==> src/rtl/ecc_apb_pkg.sv <==
// Shared definitions for the ECC APB initiator: register map, op/status codes,
// sequencer states and the write-ordering helpers.
package ecc_apb_pkg;

  localparam logic [7:0] ADDR_CTRL           = 8'h00;
  localparam logic [7:0] ADDR_DATA_IN        = 8'h04;
  localparam logic [7:0] ADDR_CODEWORD_WIDTH = 8'h08;
  localparam logic [7:0] ADDR_NOISE          = 8'h0C;

  typedef enum logic [1:0] {
    OP_ENCODE  = 2'b00,
    OP_DECODE  = 2'b01,
    OP_FULL    = 2'b10,
    OP_ILLEGAL = 2'b11
  } op_e;

  typedef enum logic [1:0] {
    STATUS_OK      = 2'b00,
    STATUS_TIMEOUT = 2'b01,
    STATUS_ILLEGAL = 2'b10,
    STATUS_RSVD    = 2'b11
  } status_e;

  typedef enum logic [2:0] {
    S_IDLE   = 3'd0,
    S_SETUP  = 3'd1,
    S_ACCESS = 3'd2,
    S_WAIT   = 3'd3,
    S_RESP   = 3'd4
  } state_e;

  typedef enum logic [1:0] {
    X_DATA_IN = 2'd0,
    X_WIDTH   = 2'd1,
    X_NOISE   = 2'd2,
    X_CTRL    = 2'd3
  } xfer_e;

  function automatic logic [7:0] xfer_addr(input xfer_e x);
    case (x)
      X_DATA_IN: xfer_addr = ADDR_DATA_IN;
      X_WIDTH:   xfer_addr = ADDR_CODEWORD_WIDTH;
      X_NOISE:   xfer_addr = ADDR_NOISE;
      default:   xfer_addr = ADDR_CTRL;
    endcase
  endfunction

  // NOISE is only written for full-channel requests; CTRL always goes last.
  function automatic xfer_e next_xfer(input xfer_e x, input logic [1:0] op);
    case (x)
      X_DATA_IN: next_xfer = X_WIDTH;
      X_WIDTH:   next_xfer = (op == OP_FULL) ? X_NOISE : X_CTRL;
      default:   next_xfer = X_CTRL;
    endcase
  endfunction

endpackage

==> src/rtl/ecc_apb_xfer.sv <==
// Two-cycle APB write engine: a start pulse loads a SETUP phase, the next cycle
// is ACCESS, then the bus returns to idle unless another start arrives.
module ecc_apb_xfer #(
  parameter int AMBA_WORD       = 32,
  parameter int AMBA_ADDR_WIDTH = 20
) (
  input  logic                       clk,
  input  logic                       rst,
  input  logic                       i_start,
  input  logic [AMBA_ADDR_WIDTH-1:0] i_addr,
  input  logic [AMBA_WORD-1:0]       i_data,
  output logic                       o_psel,
  output logic                       o_penable,
  output logic                       o_pwrite,
  output logic [AMBA_ADDR_WIDTH-1:0] o_paddr,
  output logic [AMBA_WORD-1:0]       o_pwdata,
  output logic                       o_last_cycle
);

  logic                       r_psel;
  logic                       r_penable;
  logic                       r_pwrite;
  logic [AMBA_ADDR_WIDTH-1:0] r_paddr;
  logic [AMBA_WORD-1:0]       r_pwdata;

  // A start in the ACCESS cycle chains straight into the next SETUP.
  always_ff @(posedge clk or posedge rst) begin
    if (rst) begin
      r_psel    <= 1'b0;
      r_penable <= 1'b0;
      r_pwrite  <= 1'b0;
      r_paddr   <= '0;
      r_pwdata  <= '0;
    end else if (i_start) begin
      r_psel    <= 1'b1;
      r_penable <= 1'b0;
      r_pwrite  <= 1'b1;
      r_paddr   <= i_addr;
      r_pwdata  <= i_data;
    end else if (r_psel && !r_penable) begin
      r_penable <= 1'b1;
    end else begin
      r_psel    <= 1'b0;
      r_penable <= 1'b0;
      r_pwrite  <= 1'b0;
      r_paddr   <= '0;
      r_pwdata  <= '0;
    end
  end

  assign o_psel       = r_psel;
  assign o_penable    = r_penable;
  assign o_pwrite     = r_pwrite;
  assign o_paddr      = r_paddr;
  assign o_pwdata     = r_pwdata;
  assign o_last_cycle = r_psel & r_penable;

endmodule

==> src/rtl/ecc_apb_master.sv <==
// Request/response front end for the ECC block: programs its registers over APB,
// waits for operation_done and returns the captured result or a timeout/illegal status.
module ecc_apb_master
  import ecc_apb_pkg::*;
#(
  parameter int AMBA_WORD       = 32,
  parameter int AMBA_ADDR_WIDTH = 20,
  parameter int DATA_WIDTH      = 32,
  parameter int TIMEOUT_CYCLES  = 255
) (
  input  logic                       clk,
  input  logic                       rst,
  input  logic                       req_valid,
  output logic                       req_ready,
  input  logic [1:0]                 req_op,
  input  logic [DATA_WIDTH-1:0]      req_data,
  input  logic [1:0]                 req_width,
  input  logic [DATA_WIDTH-1:0]      req_noise,
  output logic                       rsp_valid,
  input  logic                       rsp_ready,
  output logic [DATA_WIDTH-1:0]      rsp_data,
  output logic [1:0]                 rsp_err_num,
  output logic [1:0]                 rsp_status,
  output logic                       PSEL,
  output logic                       PENABLE,
  output logic                       PWRITE,
  output logic [AMBA_ADDR_WIDTH-1:0] PADDR,
  output logic [AMBA_WORD-1:0]       PWDATA,
  input  logic                       operation_done,
  input  logic [DATA_WIDTH-1:0]      data_out,
  input  logic [1:0]                 err_num
);

  localparam int CNT_W = (TIMEOUT_CYCLES > 1) ? $clog2(TIMEOUT_CYCLES) : 1;

  state_e                r_state;
  state_e                w_next_state;
  xfer_e                 r_xfer;
  xfer_e                 w_start_xfer;
  logic                  w_start;
  logic [1:0]            r_op;
  logic [1:0]            r_width;
  logic [DATA_WIDTH-1:0] r_noise;
  logic                  r_done_q;
  logic [CNT_W-1:0]      r_cnt;
  logic [DATA_WIDTH-1:0] r_rsp_data;
  logic [1:0]            r_rsp_err;
  logic [1:0]            r_rsp_status;

  logic                       w_accept;
  logic                       w_rise;
  logic                       w_timeout;
  logic                       w_last_cycle;
  logic [AMBA_ADDR_WIDTH-1:0] w_xfer_addr;
  logic [AMBA_WORD-1:0]       w_xfer_data;

  assign w_accept  = req_valid && (r_state == S_IDLE);
  assign w_rise    = operation_done && !r_done_q;
  assign w_timeout = (r_cnt == CNT_W'(TIMEOUT_CYCLES - 1));

  always_ff @(posedge clk or posedge rst) begin
    if (rst) r_state <= S_IDLE;
    else     r_state <= w_next_state;
  end

  always_comb begin
    w_next_state = r_state;
    w_start      = 1'b0;
    w_start_xfer = X_DATA_IN;
    case (r_state)
      S_IDLE: begin
        if (w_accept) begin
          if (req_op == OP_ILLEGAL) begin
            w_next_state = S_RESP;
          end else begin
            w_next_state = S_SETUP;
            w_start      = 1'b1;
            w_start_xfer = X_DATA_IN;
          end
        end
      end
      S_SETUP: w_next_state = S_ACCESS;
      S_ACCESS: begin
        if (w_last_cycle && r_xfer == X_CTRL) begin
          w_next_state = S_WAIT;
        end else begin
          w_next_state = S_SETUP;
          w_start      = 1'b1;
          w_start_xfer = next_xfer(r_xfer, r_op);
        end
      end
      S_WAIT: begin
        if (w_rise || w_timeout) w_next_state = S_RESP;
      end
      S_RESP: begin
        if (rsp_ready) w_next_state = S_IDLE;
      end
      default: w_next_state = S_IDLE;
    endcase
  end

  // DATA_IN is launched from IDLE before the request fields are latched, so it reads req_data directly.
  always_comb begin
    w_xfer_addr = AMBA_ADDR_WIDTH'(xfer_addr(w_start_xfer));
    w_xfer_data = '0;
    case (w_start_xfer)
      X_DATA_IN: w_xfer_data = AMBA_WORD'(req_data);
      X_WIDTH:   w_xfer_data = AMBA_WORD'(r_width);
      X_NOISE:   w_xfer_data = AMBA_WORD'(r_noise);
      default:   w_xfer_data = AMBA_WORD'(r_op);
    endcase
  end

  always_ff @(posedge clk or posedge rst) begin
    if (rst) begin
      r_op         <= '0;
      r_width      <= '0;
      r_noise      <= '0;
      r_xfer       <= X_DATA_IN;
      r_done_q     <= 1'b0;
      r_cnt        <= '0;
      r_rsp_data   <= '0;
      r_rsp_err    <= '0;
      r_rsp_status <= STATUS_OK;
    end else begin
      r_done_q <= operation_done;
      if (w_accept) begin
        r_op    <= req_op;
        r_width <= req_width;
        r_noise <= req_noise;
      end
      if (w_start) r_xfer <= w_start_xfer;
      if (r_state == S_ACCESS && w_last_cycle && r_xfer == X_CTRL) begin
        r_cnt <= '0;
      end else if (r_state == S_WAIT && !w_timeout) begin
        r_cnt <= r_cnt + CNT_W'(1);
      end
      // A rising done wins over a timeout landing in the same cycle.
      if (w_accept && req_op == OP_ILLEGAL) begin
        r_rsp_data   <= '0;
        r_rsp_err    <= '0;
        r_rsp_status <= STATUS_ILLEGAL;
      end else if (r_state == S_WAIT) begin
        if (w_rise) begin
          r_rsp_data   <= data_out;
          r_rsp_err    <= err_num;
          r_rsp_status <= STATUS_OK;
        end else if (w_timeout) begin
          r_rsp_data   <= '0;
          r_rsp_err    <= '0;
          r_rsp_status <= STATUS_TIMEOUT;
        end
      end
    end
  end

  ecc_apb_xfer #(
    .AMBA_WORD      (AMBA_WORD),
    .AMBA_ADDR_WIDTH(AMBA_ADDR_WIDTH)
  ) u_xfer (
    .clk         (clk),
    .rst         (rst),
    .i_start     (w_start),
    .i_addr      (w_xfer_addr),
    .i_data      (w_xfer_data),
    .o_psel      (PSEL),
    .o_penable   (PENABLE),
    .o_pwrite    (PWRITE),
    .o_paddr     (PADDR),
    .o_pwdata    (PWDATA),
    .o_last_cycle(w_last_cycle)
  );

  assign req_ready   = (r_state == S_IDLE);
  assign rsp_valid   = (r_state == S_RESP);
  assign rsp_data    = r_rsp_data;
  assign rsp_err_num = r_rsp_err;
  assign rsp_status  = r_rsp_status;

endmodule

==> config.mk <==
export PLATFORM = sky130hd
export DESIGN_NAME = ecc_apb_master
export DESIGN_NICKNAME = d
export VERILOG_FILES = /design/src/rtl/ecc_apb_pkg.sv /design/src/rtl/ecc_apb_xfer.sv /design/src/rtl/ecc_apb_master.sv
export SDC_FILE = /design/constraint.sdc
export NUM_CORES = 1
export LEC_CHECK = 0
export CORE_MARGIN = 1
export CORE_UTILIZATION = 40
export DETAILED_ROUTE_END_ITERATION = 12
export GPL_TIMING_DRIVEN = 0
export PLACE_DENSITY_LB_ADDON = 0.15
export REMOVE_ABC_BUFFERS = 1
export SETUP_SLACK_MARGIN = 0.15
export SLEW_MARGIN = 20
export SYNTH_ARGS = -nofsm -noshare
export SYNTH_HDL_FRONTEND = slang
export SYNTH_HIERARCHICAL = 1
export SYNTH_SLANG_ARGS = --single-unit
==> constraint.sdc <==
create_clock -name clk -period 4 [get_ports clk]
set_input_delay 0.8 -clock clk [delete_from_list [all_inputs] [get_ports clk]]
set_output_delay 0.8 -clock clk [all_outputs]
set_load 0.01 [all_outputs]
==> results of run 1 <==
[path summary, 6_finish.rpt]
kind / start / endpoint / slack [ns] / depth (start not counted)
setup reg to reg: u_xfer/o_pwrite / u_xfer/o_pwdata[1] / 1.26 / 9
max in group asynchronous: rst / rsp_data[11] / 2.55 / 3
min in group asynchronous: rst / r_width[1] / 0.83 / 2
hold reg to reg: rsp_data[19] / rsp_data[19] / 0.50 / 1
hold / removal: rsp_data[19] / rsp_data[19] / 0.50 / 1
setup / recovery: u_xfer/o_pwrite / u_xfer/o_pwdata[1] / 1.26 / 9
[report_power, final]
group          internal, W  total (W)  switching, W  leakage (nW)
Sequential         0.00202    0.00239      0.000373          1.80
Clock              0.00111    0.00167      0.000568         0.304
Combinational      0.00154    0.00291       0.00137          1.78
[sequential cells by signal, summed over array words and instances, names as in the netlist]
signal / flops
r_width: 2
r_xfer: 2
u_xfer/o_paddr: 20
r_noise: 32
rsp_status: 2
r_op: 2
r_state: 3
rsp_data: 32
r_cnt: 8
r_done_q: 1
u_xfer/o_pwdata: 32
u_xfer/o_pwrite: 1
rsp_err_num: 2
u_xfer/o_penable: 1
[cell usage after synthesis (7+ instances only)]
| cell type | instances | area share [%] |
|---|---|---|
| mux2_2 | 34 | 6.2 |
| buf_6 | 13 | 2.4 |
| o21ai_0 | 9 | 0.73 |
| clkbuf_1 | 14 | 0.85 |
| dfrtp_1 | 140 | 56 |
| nor2_1 | 39 | 2.4 |
| a22oi_1 | 30 | 3.6 |
| o21ai_2 | 10 | 1.4 |
| nand2b_1 | 54 | 5.4 |
| o21ai_1 | 42 | 3.4 |
| inv_1 | 12 | 0.73 |
| nand2_1 | 60 | 3.6 |
| a22o_1 | 34 | 4.8 |
| nand3_1 | 7 | 0.56 |
[critical path, cell delays in order (launching register included)]
cell,delay [ns]
dfrtp_1,0.43
and2_1,0.18
and3_1,0.19
nand3b_1,0.25
nor2_1,0.31
ha_2,0.77
a222oi_1,0.19
mux2i_1,0.17
nand2_1,0.07
o21ai_1,0.08
[kinds of logic after synthesis]
family	share of synthesized area [%]
AO/OA/AOI/OAI	15.6
XOR/XNOR	0.141
adder cells (fa/ha/maj)	1.21
buffers and inverters	5.18
flip-flops	56.5
multiplexers	6.65
other	0.0604
AND/OR/NAND/NOR	14.7
[stage by stage]
stage               instance area (um2)  setup WS (ns)  util, %  power, W  std cells
global placement                   8220          -3.71     54.3   0.00522        923
detailed placement                 8390          0.835     55.4   0.00535        930
finish                             9020           1.26     59.5   0.00698        961
floorplan                          5990         -0.976        -   0.00395        536
global route                       9020          0.934     59.5   0.00745        961
CTS                                9020           1.21     59.5   0.00707        961
[area by class of cell]
class                           instances  area [um2]  share of cell area, %
Clock buffer                           25         495                   5.49
Tap cell                              188         235                   2.61
Timing Repair Buffer                  206        2120                   23.5
Clock inverter                          6         133                   1.47
Multi-Input combinational cell        384        2480                   27.5
Sequential cell                       140        3500                   38.9
Inverter                               12        50.0                  0.555
[layer usage]
layer / track usage (%) / part of all wire, % / vias to the layer above
met3: 6.41 / 7.1 / 12
met1: 25.0 / 44 / 2291
met2: 33.8 / 48 / 162
li1: - / - / 2326
met5: 0 / 0 / -
met4: 7.30 / 0.89 / 0
==> flow_summary.yaml, run 1 <==
setup_path:
  path_max_fanout: 32
  crit_arrival_ns: 3.07
  cp.required_ns: 4.33
  critical_path_class: "flip-flop to flip-flop"
  start_kind: "flip-flop"
  cp-end-kind: "flip-flop"
pwr:
  vdd.ir_drop.worst_v: 0.000345
  cellPowerDensity_nw_per_um2: 774
  leakage_nw: 3.89
sta:
  hold_viol: 0
  hold_slack_ns: 0.501
  rsz0062_at_grt: "no"
  finClkSkew_ns: 0.00775
  setup-violations-final: 0
  max_freq_mhz: 366
  min_period_over_period_pct: 68.4
  fin_tns_setup_ns: 0
  maxSlewViolCount: 0
  slew_headroom_pct: 47.6
  tightest_slew_ns: 0.786
  period_needed_ns: 2.74
detailed_routing:
  antenna_left: 0
  drtIter0Drc: 257
  avgViaCountPerCell: 4.99
  dr.pass1.iters: 4
  wl_per_cell_um: 16.2
  drcViolationCount: 0
  routed_wl_mm: 15.5
  vias: 4791
synth:
  synth_area_um2: 6210
  synth_edf_count: 0
  synth.distinct_cells: 44
  synth_seq_cells: 140
  dominantRegCellSynth: "dfrtp_1"
  ys_seq_area_share_pct: 56.5
  syn_avg_cell_area_um2: 11.1
  ys_async_sr_fraction_pct: 100
  synthCells: 560
  yosys_warnings: 6
layout:
  layout_common_cells: "clkdlybuf4s50_1, dfrtp_1, nand2_1, nand2b_1, o21ai_1"
  nFillCells: 1248
  final_common_cell: "clkdlybuf4s50_1"
  synthToLayoutAreaGrowth_pct: 45.3
  layout.nets: 874
  drive_gt1_share_pct: 11.6
  n_antenna_cell: 0
cts:
  htreeDepth: 4
  cts_sinks: 140
  cts-resized-gates: 0
  cts_buffer_depth: 2
  clkTransAtPathRegs_ns: 0.06
  cts_root_buffer: "clkbuf_16"
  cts_setup_buffers: 0
  cts-hold-fix-buffers: 0
  numCtsBuffers: 17
  clock_latency_ns: 0.41
  cts_tree: "done"
global_routing:
  grt_pass1_wl_mm: 25.2
  grt_max_degree: 86
  grt_util_all_layers_pct: 20.4
  first_global_vias: 4998
  overflow: 0
  antenna_found_initial: 0
outcome:
  outcome: "finished, final reports clean"
die:
  design.portCount: 200
  die_h_um: 127
  die_width_um: 127
  die_area_um2: 16000
  rows: 45
  initial_core_util_pct: 41.0
  core_area_um2: 15100
run:
  maxCapViolCount: 0
placement:
  hpwlAfterDp_mm: 10.4
  io_buffers: 199
  place_congestion: 0.821
min_path:
  hp-class: "flip-flop to flip-flop"
Note: power is estimated with default switching activity, not from simulation.
==> inputs of run 2 (changes only) <==
- clock period: 4 -> 2.51 ns (I/O delays scaled with it)
==> flow_summary.yaml, run 2 (synthesized netlist as in run 1, its figures left out) <==
outcome:
  outcome: "finished, final reports clean"
die:
  core_area_um2: 15100
  die_width_um: 127
  design.portCount: 200
  initial_core_util_pct: 41.0
  die_area_um2: 16000
  die_h_um: 127
  rows: 45
pwr:
  vdd.ir_drop.worst_v: 0.000553
  cellPowerDensity_nw_per_um2: 1250
  leakage_nw: 3.98
setup_path:
  path_max_fanout: 5
  reg2reg_slack_ns: 0.28
  cp_cell_sequence: "and2_4, and3_4, nand3b_1, or2_4, ha_4, a222oi_1, mux2i_1, nand2_1, o21ai_1"
  cp-end-kind: "flip-flop"
  start_kind: "flip-flop"
  r2r-end: "u_xfer/o_pwdata[0]"
  worst-path-buf-inv: 0
  worst_path_max_delay_cell: "dfrtp_2"
  crit_arrival_ns: 2.50
  critical_path_class: "flip-flop to flip-flop"
  cpPeakStageDelay_ns: 0.40
  r2r_start: "u_xfer/o_pwrite"
  ff2ff_path_depth: 9
  cp_top_family: "simple AND/OR/NAND/NOR gates"
  cp.required_ns: 2.78
min_path:
  hold_end: "rsp_data[19]"
  hp-class: "flip-flop to flip-flop"
  hold_depth: 1
  min-delay-start: "rsp_data[19]"
global_routing:
  first_global_vias: 5070
  grt_pass1_wl_mm: 25.9
  grt_util_all_layers_pct: 21.1
  grt_max_degree: 86
  overflow: 0
  antenna_found_initial: 0
detailed_routing:
  routed_wl_mm: 16.2
  dr_wl_met2_mm: 7.76
  dr_wl_met3_mm: 1.14
  avgViaCountPerCell: 5.02
  topRoutingLayerUsed: "met4"
  wl_met1_mm: 7.07
  antenna_left: 0
  drtIter0Drc: 258
  dr.pass1.iters: 4
  drcViolationCount: 0
  wl_per_cell_um: 16.6
  vias: 4895
layout:
  drive_gt1_share_pct: 14.1
  synthToLayoutAreaGrowth_pct: 48.6
  n_antenna_cell: 0
  final_cells: 976
  nFillCells: 1227
  layout_common_cells: "clkdlybuf4s50_1, dfrtp_1, nand2_1, nand2b_1, o21ai_1"
  post-route-util_pct: 60.9
  layout.nets: 889
  final_common_cell: "clkdlybuf4s50_1"
placement:
  place_inst: 930
  io_buffers: 199
  hpwlAfterDp_mm: 10.4
  place_congestion: 0.821
  dp_slack_ns: -0.357
cts:
  cts_tree: "done"
  clkTransAtPathRegs_ns: 0.06
  cts_sinks: 140
  cts_root_buffer: "clkbuf_16"
  clock_latency_ns: 0.41
  cts_buffer_depth: 2
  htreeDepth: 4
  numCtsBuffers: 17
sta:
  tightest_slew_ns: 0.710
  fin_tns_setup_ns: 0
  maxSlewViolCount: 0
  max_freq_mhz: 449
  slew_headroom_pct: 52.7
  rsz0062_at_grt: "yes"
  hold_viol: 0
  period_needed_ns: 2.23
  finClkSkew_ns: 0.00700
  setup_ws_ns: 0.282
  min_period_over_period_pct: 88.8
  setup-violations-final: 0
run:
  maxCapViolCount: 0
==> run 2: cell types whose count changed in the layout (fill, tap and decap cells not counted), sizes merged <==
cell,delta
buf,+15
==> run 2: where the power goes <==
group | leakage [nW] | switching, W | internal, W
Sequential | 1.80 | 0.000592 | 0.00322
Clock | 0.304 | 0.000909 | 0.00176
Combinational | 1.88 | 0.00233 | 0.00268
Total | 3.98 | 0.00383 | 0.00766
==> run 2: worst max path at each step <==
stage                               start             endpoint  slack (ns)  depth (start not counted)
final                     u_xfer/o_pwrite   u_xfer/o_pwdata[0]        0.28                          9
after global routing      u_xfer/o_pwrite   u_xfer/o_pwdata[1]        0.12                          9
after global placement          req_valid  u_xfer/o_pwdata[13]       -4.90                          6
after detailed placement        req_valid  u_xfer/o_pwdata[13]       -0.36                          8
after floorplan                r_state[1]  u_xfer/o_pwdata[13]       -2.18                          5
after CTS                 u_xfer/o_pwrite   u_xfer/o_pwdata[1]        0.19                         10
==> run 2: timing repair <==
| item | CTS | global route |
|---|---|---|
| hold buffers | 0 | 0 |
| pin swaps | 2 | 3 |
| endpoints found under the setup margin | 52 | 39 |
| resized for setup | 6 | 6 |
| setup buffers | 10 | 5 |
==> run 2: through the flow <==
step | power [W] | hold slack, ns | instance area (um2)
global route | 0.0122 | 0.511 | 9220
finish | 0.0115 | 0.500 | 9220
CTS | 0.0116 | 0.505 | 9170
global placement | 0.00825 | 0.465 | 8220
detailed placement | 0.00853 | 0.482 | 8390
floorplan | 0.00629 | 0.448 | 5990
==> run 2: layout make-up <==
type,instances,area (um2),share of cell area (%)
clock inverter,6,133,1.44
inverter,12,50.0,0.543
clock buffer,25,495,5.37
tap,188,235,2.55
timing repair buffer,221,2280,24.7
multi-input combinational,384,2530,27.4
sequential,140,3510,38.0
==> run 2: worst register-to-register path: cells and delay by family (launching register included) <==
family                     cells  cell delay, ns
DFF                            1            0.40
AOI/OAI and AO/OA              2            0.39
adders and majority gates      1            0.20
muxes                          1            0.13
and+or+nand+nor                5            0.97
==> run 2: layer usage <==
layer / track usage [%] / vias to the layer above
met4: 7.73 / 0
li1: - / 2363
met5: 0 / -
met2: 35.4 / 166
met3: 6.62 / 16
met1: 25.7 / 2350
==> RTL edit 1: new RTL, settings of run 2 <==
`DATA_WIDTH`: 32 -> 64.
--- a/src/rtl/ecc_apb_master.sv
+++ b/src/rtl/ecc_apb_master.sv
@@ -5,7 +5,7 @@
 #(
   parameter int AMBA_WORD       = 32,
   parameter int AMBA_ADDR_WIDTH = 20,
-  parameter int DATA_WIDTH      = 32,
+  parameter int DATA_WIDTH      = 64,
   parameter int TIMEOUT_CYCLES  = 255
 ) (
   input  logic                       clk,
Interface: changed (resized data_out, req_data, req_noise and rsp_data); port bits go from 200 to 328. The function was not compared with the original's and may differ.
==> RTL edit 1 against run 2 <==
Worst setup slack better by 0.031 ns. Total power is 16% higher. Sequential cell count rose by 32. Combinational power rose by 16%. Sequential power increased by 24%. Area after synthesis grew 18%. Clock skew is 0.0020 ns higher. Wire length increased by 22%. Design area grew 19%.
==> RTL edit 1: results (changes against run 2) <==
status=completed (unchanged); P_leak=4.734 nW (was 3.979 nW); vias in the first global route=5678 (was 5070); Max VDD drop=556.4 µV (was 553.1 µV); clk_skew=0.008999 ns (was 0.006998 ns); first-pass GRT wire length=29840 µm (was 25900 µm); mux share of post-synthesis cell area=0.05482 (was 0.06653); Tot GR Track Use=0.2081 (was 0.2114); hold crit path type=reg -> reg (unchanged); DRT iter0 DRCs=350 (was 258); register area share after synthesis=0.5856 (was 0.5645); Post-synth ARST share=1.000 (unchanged); port bufs=263 (was 199); largest net degree at the start of global routing=69 (was 86); final wirelength=19790 µm (was 16170 µm); xor/xnor cell area share of the yosys netlist=0.001192 (was 0.001411); layout cells sized above 1=0.1232 (was 0.1409); routed vias=5790 (was 4895); Synth area leaders=dfrtp_1, a22o_1, mux2_2, nand2b_1, nand2_1 (was dfrtp_1, mux2_2, nand2b_1, a22o_1, a22oi_1); Pre-Repair DR Iteration Count=5 (was 4); post-DP HPWL=13030 µm (was 10350 µm); Final nets=1113 (was 889); worst-case clock buffer depth=2 (unchanged); initial antenna violation count=1 (was 0); max reg flops=64; post-synthesis compound-gate area fraction=0.1697 (was 0.1558); highest net fanout along the worst path=22 (was 5); GPL Wtd Cong=0.8138 (was 0.8207); commonest cells in the netlist=dfrtp_1, a22o_1, nand2_1, nand2b_1, o21ai_1 (was dfrtp_1, nand2_1, nand2b_1, o21ai_1, nor2_1); Worst slew margin=0.5400 (was 0.5267); flop-to-flop setup slack=0.36 ns (was 0.28 ns); adder-cell area share of the yosys netlist=0.01021 (was 0.01210)
## RTL edit 1: repair_timing
item	CTS	global route
cloned	0	2
resized for setup	10	2
pin swaps	3	6
setup endpoints to repair	87	69
setup buffers	6	4
## RTL edit 1: layer usage
| metal | GRT usage | routed length, µm | vias to the layer above |
|---|---|---|---|
| met1 | 0.2606 | 8416 | 2801 |
| met4 | 0.07753 | 331 | 0 |
| met3 | 0.06291 | 1499 | 21 |
| met2 | 0.3378 | 9539 | 212 |
| li1 | - | - | 2756 |
| met5 | 0 | 0 | - |
## RTL edit 1: where the power goes
part | leakage, nW | internal, mW | switching, mW
registers | 2.22 | 3.97 | 0.747
logic | 2.21 | 3.19 | 2.63
clock network | 0.303 | 1.62 | 1.13
## RTL edit 1: cell type report
type,count,area (µm²)
antenna,1,2.502
clock buffer,19,442.9
clock inverter,13,177.7
fill,1455,6997
inverter,11,48.80
multi-input combinational,421,2834
sequential,172,4308
tap,229,286.5
timing repair buffer,281,2867
## RTL edit 1: final timing paths
kind                                             start                        endpoint  cells past startpoint
setup / recovery                        operation_done        rsp_data[18]$_DFFE_PP0P_                      7
hold / removal                 rsp_data[7]$_DFFE_PP0P_         rsp_data[7]$_DFFE_PP0P_                      1
setup reg to reg           u_xfer/o_pwrite$_DFFE_PP0P_  u_xfer/o_pwdata[0]$_DFFE_PP0P_                      9
hold reg to reg                rsp_data[7]$_DFFE_PP0P_         rsp_data[7]$_DFFE_PP0P_                      1
max in group asynchronous                          rst        rsp_data[50]$_DFFE_PP0P_                      3
min in group asynchronous                          rst         r_noise[18]$_DFFE_PP0N_                      2
## RTL edit 1: critical path: stages
cell,delay [ns]
clkdlybuf4s50_1,0.48
nor2b_1,0.45
and2_4,0.40
nor3_4,0.09
buf_8,0.18
buf_6,0.17
a22o_1,0.20
## RTL edit 1: logic make-up (layout without fill, tap and decap cells)
family          Yosys count  in the layout
simple gates            187            189
fa+ha+maj                 6              6
flops                   172            172
other cells               1             19
buf+inv                  61            324
mux                      36             36
compound gates          171            171
xor+xnor                  1              1
## RTL edit 1: through the flow
step | hold WS (ns) | TNS (ns) | area (µm²) | setup slack [ns] | std cells
after global routing | 0.5108 | 0 | 10960 | 0.1677 | 1146
after CTS | 0.4987 | 0 | 10900 | 0.1493 | 1140
after detailed placement | 0.4835 | -32.44 | 10150 | -0.3679 | 1102
after floorplan | 0.4650 | -246.39 | 7086 | -1.300 | 602
after global placement | 0.4647 | -701.61 | 10000 | -3.212 | 1094
final | 0.4983 | 0 | 10970 | 0.3128 | 1147
==> RTL edit 2: new RTL, settings of run 2 <==
Without the edit above. Register the output `rsp_status` once more, without a reset; this adds one clock of latency there. The other outputs are not delayed to match.
--- a/src/rtl/ecc_apb_master.sv
+++ b/src/rtl/ecc_apb_master.sv
@@ -175,7 +175,9 @@
   assign rsp_valid   = (r_state == S_RESP);
   assign rsp_data    = r_rsp_data;
   assign rsp_err_num = r_rsp_err;
-  assign rsp_status  = r_rsp_status;
+  always_ff @(posedge clk) begin
+    rsp_status <= r_rsp_status;
+  end
 
 endmodule
 
Check against the original RTL: not equivalent (a bounded check fails within 4 cycles, from zero or initial values and one cycle with rst high).
==> RTL edit 2 against run 2 <==
Sequential cell count is 2 higher. Total power is 3.6% lower. Design area is 1.2% higher. Worst setup slack worse by 0.098 ns. Non-clock buffer count is 4 lower. Area after synthesis is 2.3% higher. Wire length is 2.2% higher. Maximum frequency is 4.2% lower. Combinational power is 5.0% lower.
==> RTL edit 2: results (changes against run 2) <==
layout cells sized above 1=0.1485 (was 0.1409); commonest cells in the netlist=dfrtp_1, nand2_1, nand2b_1, o21ai_1, nor2_1 (unchanged); Max VDD drop=624.6 µV (was 553.1 µV); adder-cell area share of the yosys netlist=0.01183 (was 0.01210); # diodes=0 (unchanged); register area share after synthesis=0.5582 (was 0.5645); routed length per instance=16.55 µm (was 16.57 µm); DRT iter0 DRCs=340 (was 258); met3 WL=1305 µm (was 1137 µm); Synth area leaders=dfrtp_1, mux2_2, nand2b_1, a22o_1, nand2_1 (was dfrtp_1, mux2_2, nand2b_1, a22o_1, a22oi_1); post-synthesis compound-gate area fraction=0.1514 (was 0.1558); Placed Instances=953 (was 930); xor/xnor cell area share of the yosys netlist=0.005519 (was 0.001411); Setup WS pre-CTS=-0.5176 ns (was -0.3573 ns); status=completed (unchanged); Critical Path Max Stage Delay=0.43 ns (was 0.40 ns); vias per cell=4.961 (was 5.015); largest net degree at the start of global routing=71 (was 86); Synth cell types=52 (was 44); slowest CP cell=dfrtp_1 (was dfrtp_2); grt met2 use=0.3485 (was 0.3536); Worst slew margin=0.4297 (was 0.5267); mux share of post-synthesis cell area=0.06820 (was 0.06653); Tot GR Track Use=0.2111 (was 0.2114); vias in the first global route=4914 (was 5070); Cells after Synth=562 (was 560); final wirelength=16540 µm (was 16170 µm); Placed Area=8478 µm² (was 8389 µm²); WL met2=7891 µm (was 7762 µm); Metal-1 WL=7185 µm (was 7071 µm); GR Util met3=0.06553 (was 0.06622); Pre-Repair DR Iteration Count=5 (was 4); initial antenna violation count=1 (was 0); Post-synth ARST share=0.9859 (was 1.000); clk_skew=0.006080 ns (was 0.006998 ns); first-pass GRT wire length=26150 µm (was 25900 µm); DR top layer=met4 (unchanged); post-DP HPWL=10160 µm (was 10350 µm); M1 GR Usage=0.2611 (was 0.2571); Final nets=888 (was 889); Fill cells=1250 (was 1227); GPL Wtd Cong=0.8013 (was 0.8207); P_leak=4.015 nW (was 3.979 nW)
-- RTL edit 2: cell types whose count changed after synthesis, moves of 3 or more --
cell,change
buf_4,+5
clkbuf_1,-4
inv_1,-3
nand2_1,+4
nand3_1,-3
o21ai_0,-4
-- RTL edit 2: final cells by class --
type | count | area [µm²] | area share
flip-flops and latches | 142 | 3543 | 0.3798
multi-input cells | 388 | 2645 | 0.2835
repair buffers | 217 | 2240 | 0.2400
clock buffers | 20 | 456.7 | 0.04895
well taps | 211 | 264.0 | 0.02830
clock inverters | 12 | 142.6 | 0.01529
inverters | 9 | 38.79 | 0.004157
-- RTL edit 2: where the power goes --
part           total (mW)  internal (mW)  leakage, nW  switching, mW
Sequential           3.78           3.20         1.82          0.585
Clock                2.54           1.60        0.291          0.940
Combinational        4.76           2.51         1.91           2.25
-- RTL edit 2: path summary, 6_finish.rpt --
kind	slack, ns	to	cells after the start	from
max	0.18	u_xfer/o_pwdata[1]$_DFFE_PP0P_	9	u_xfer/o_pwrite$_DFFE_PP0P_
min	0.38	rsp_status[0]$_DFF_P_	0	r_rsp_status[0]$_DFFE_PP0P_
max reg2reg	0.18	u_xfer/o_pwdata[1]$_DFFE_PP0P_	9	u_xfer/o_pwrite$_DFFE_PP0P_
min reg2reg	0.38	rsp_status[0]$_DFF_P_	0	r_rsp_status[0]$_DFFE_PP0P_
max in group asynchronous	1.36	r_width[0]$_DFFE_PP0N_	3	rst
min in group asynchronous	0.52	r_noise[12]$_DFFE_PP0N_	2	rst
-- RTL edit 2: what timing repair did --
item	4_1_cts	5_1_grt
pin swaps	4	6
setup buffers	11	2
gates cloned	1	0
setup endpoints to repair	83	53
resized for setup	6	6
endpoints found under the hold margin	0	0
hold buffers	0	0
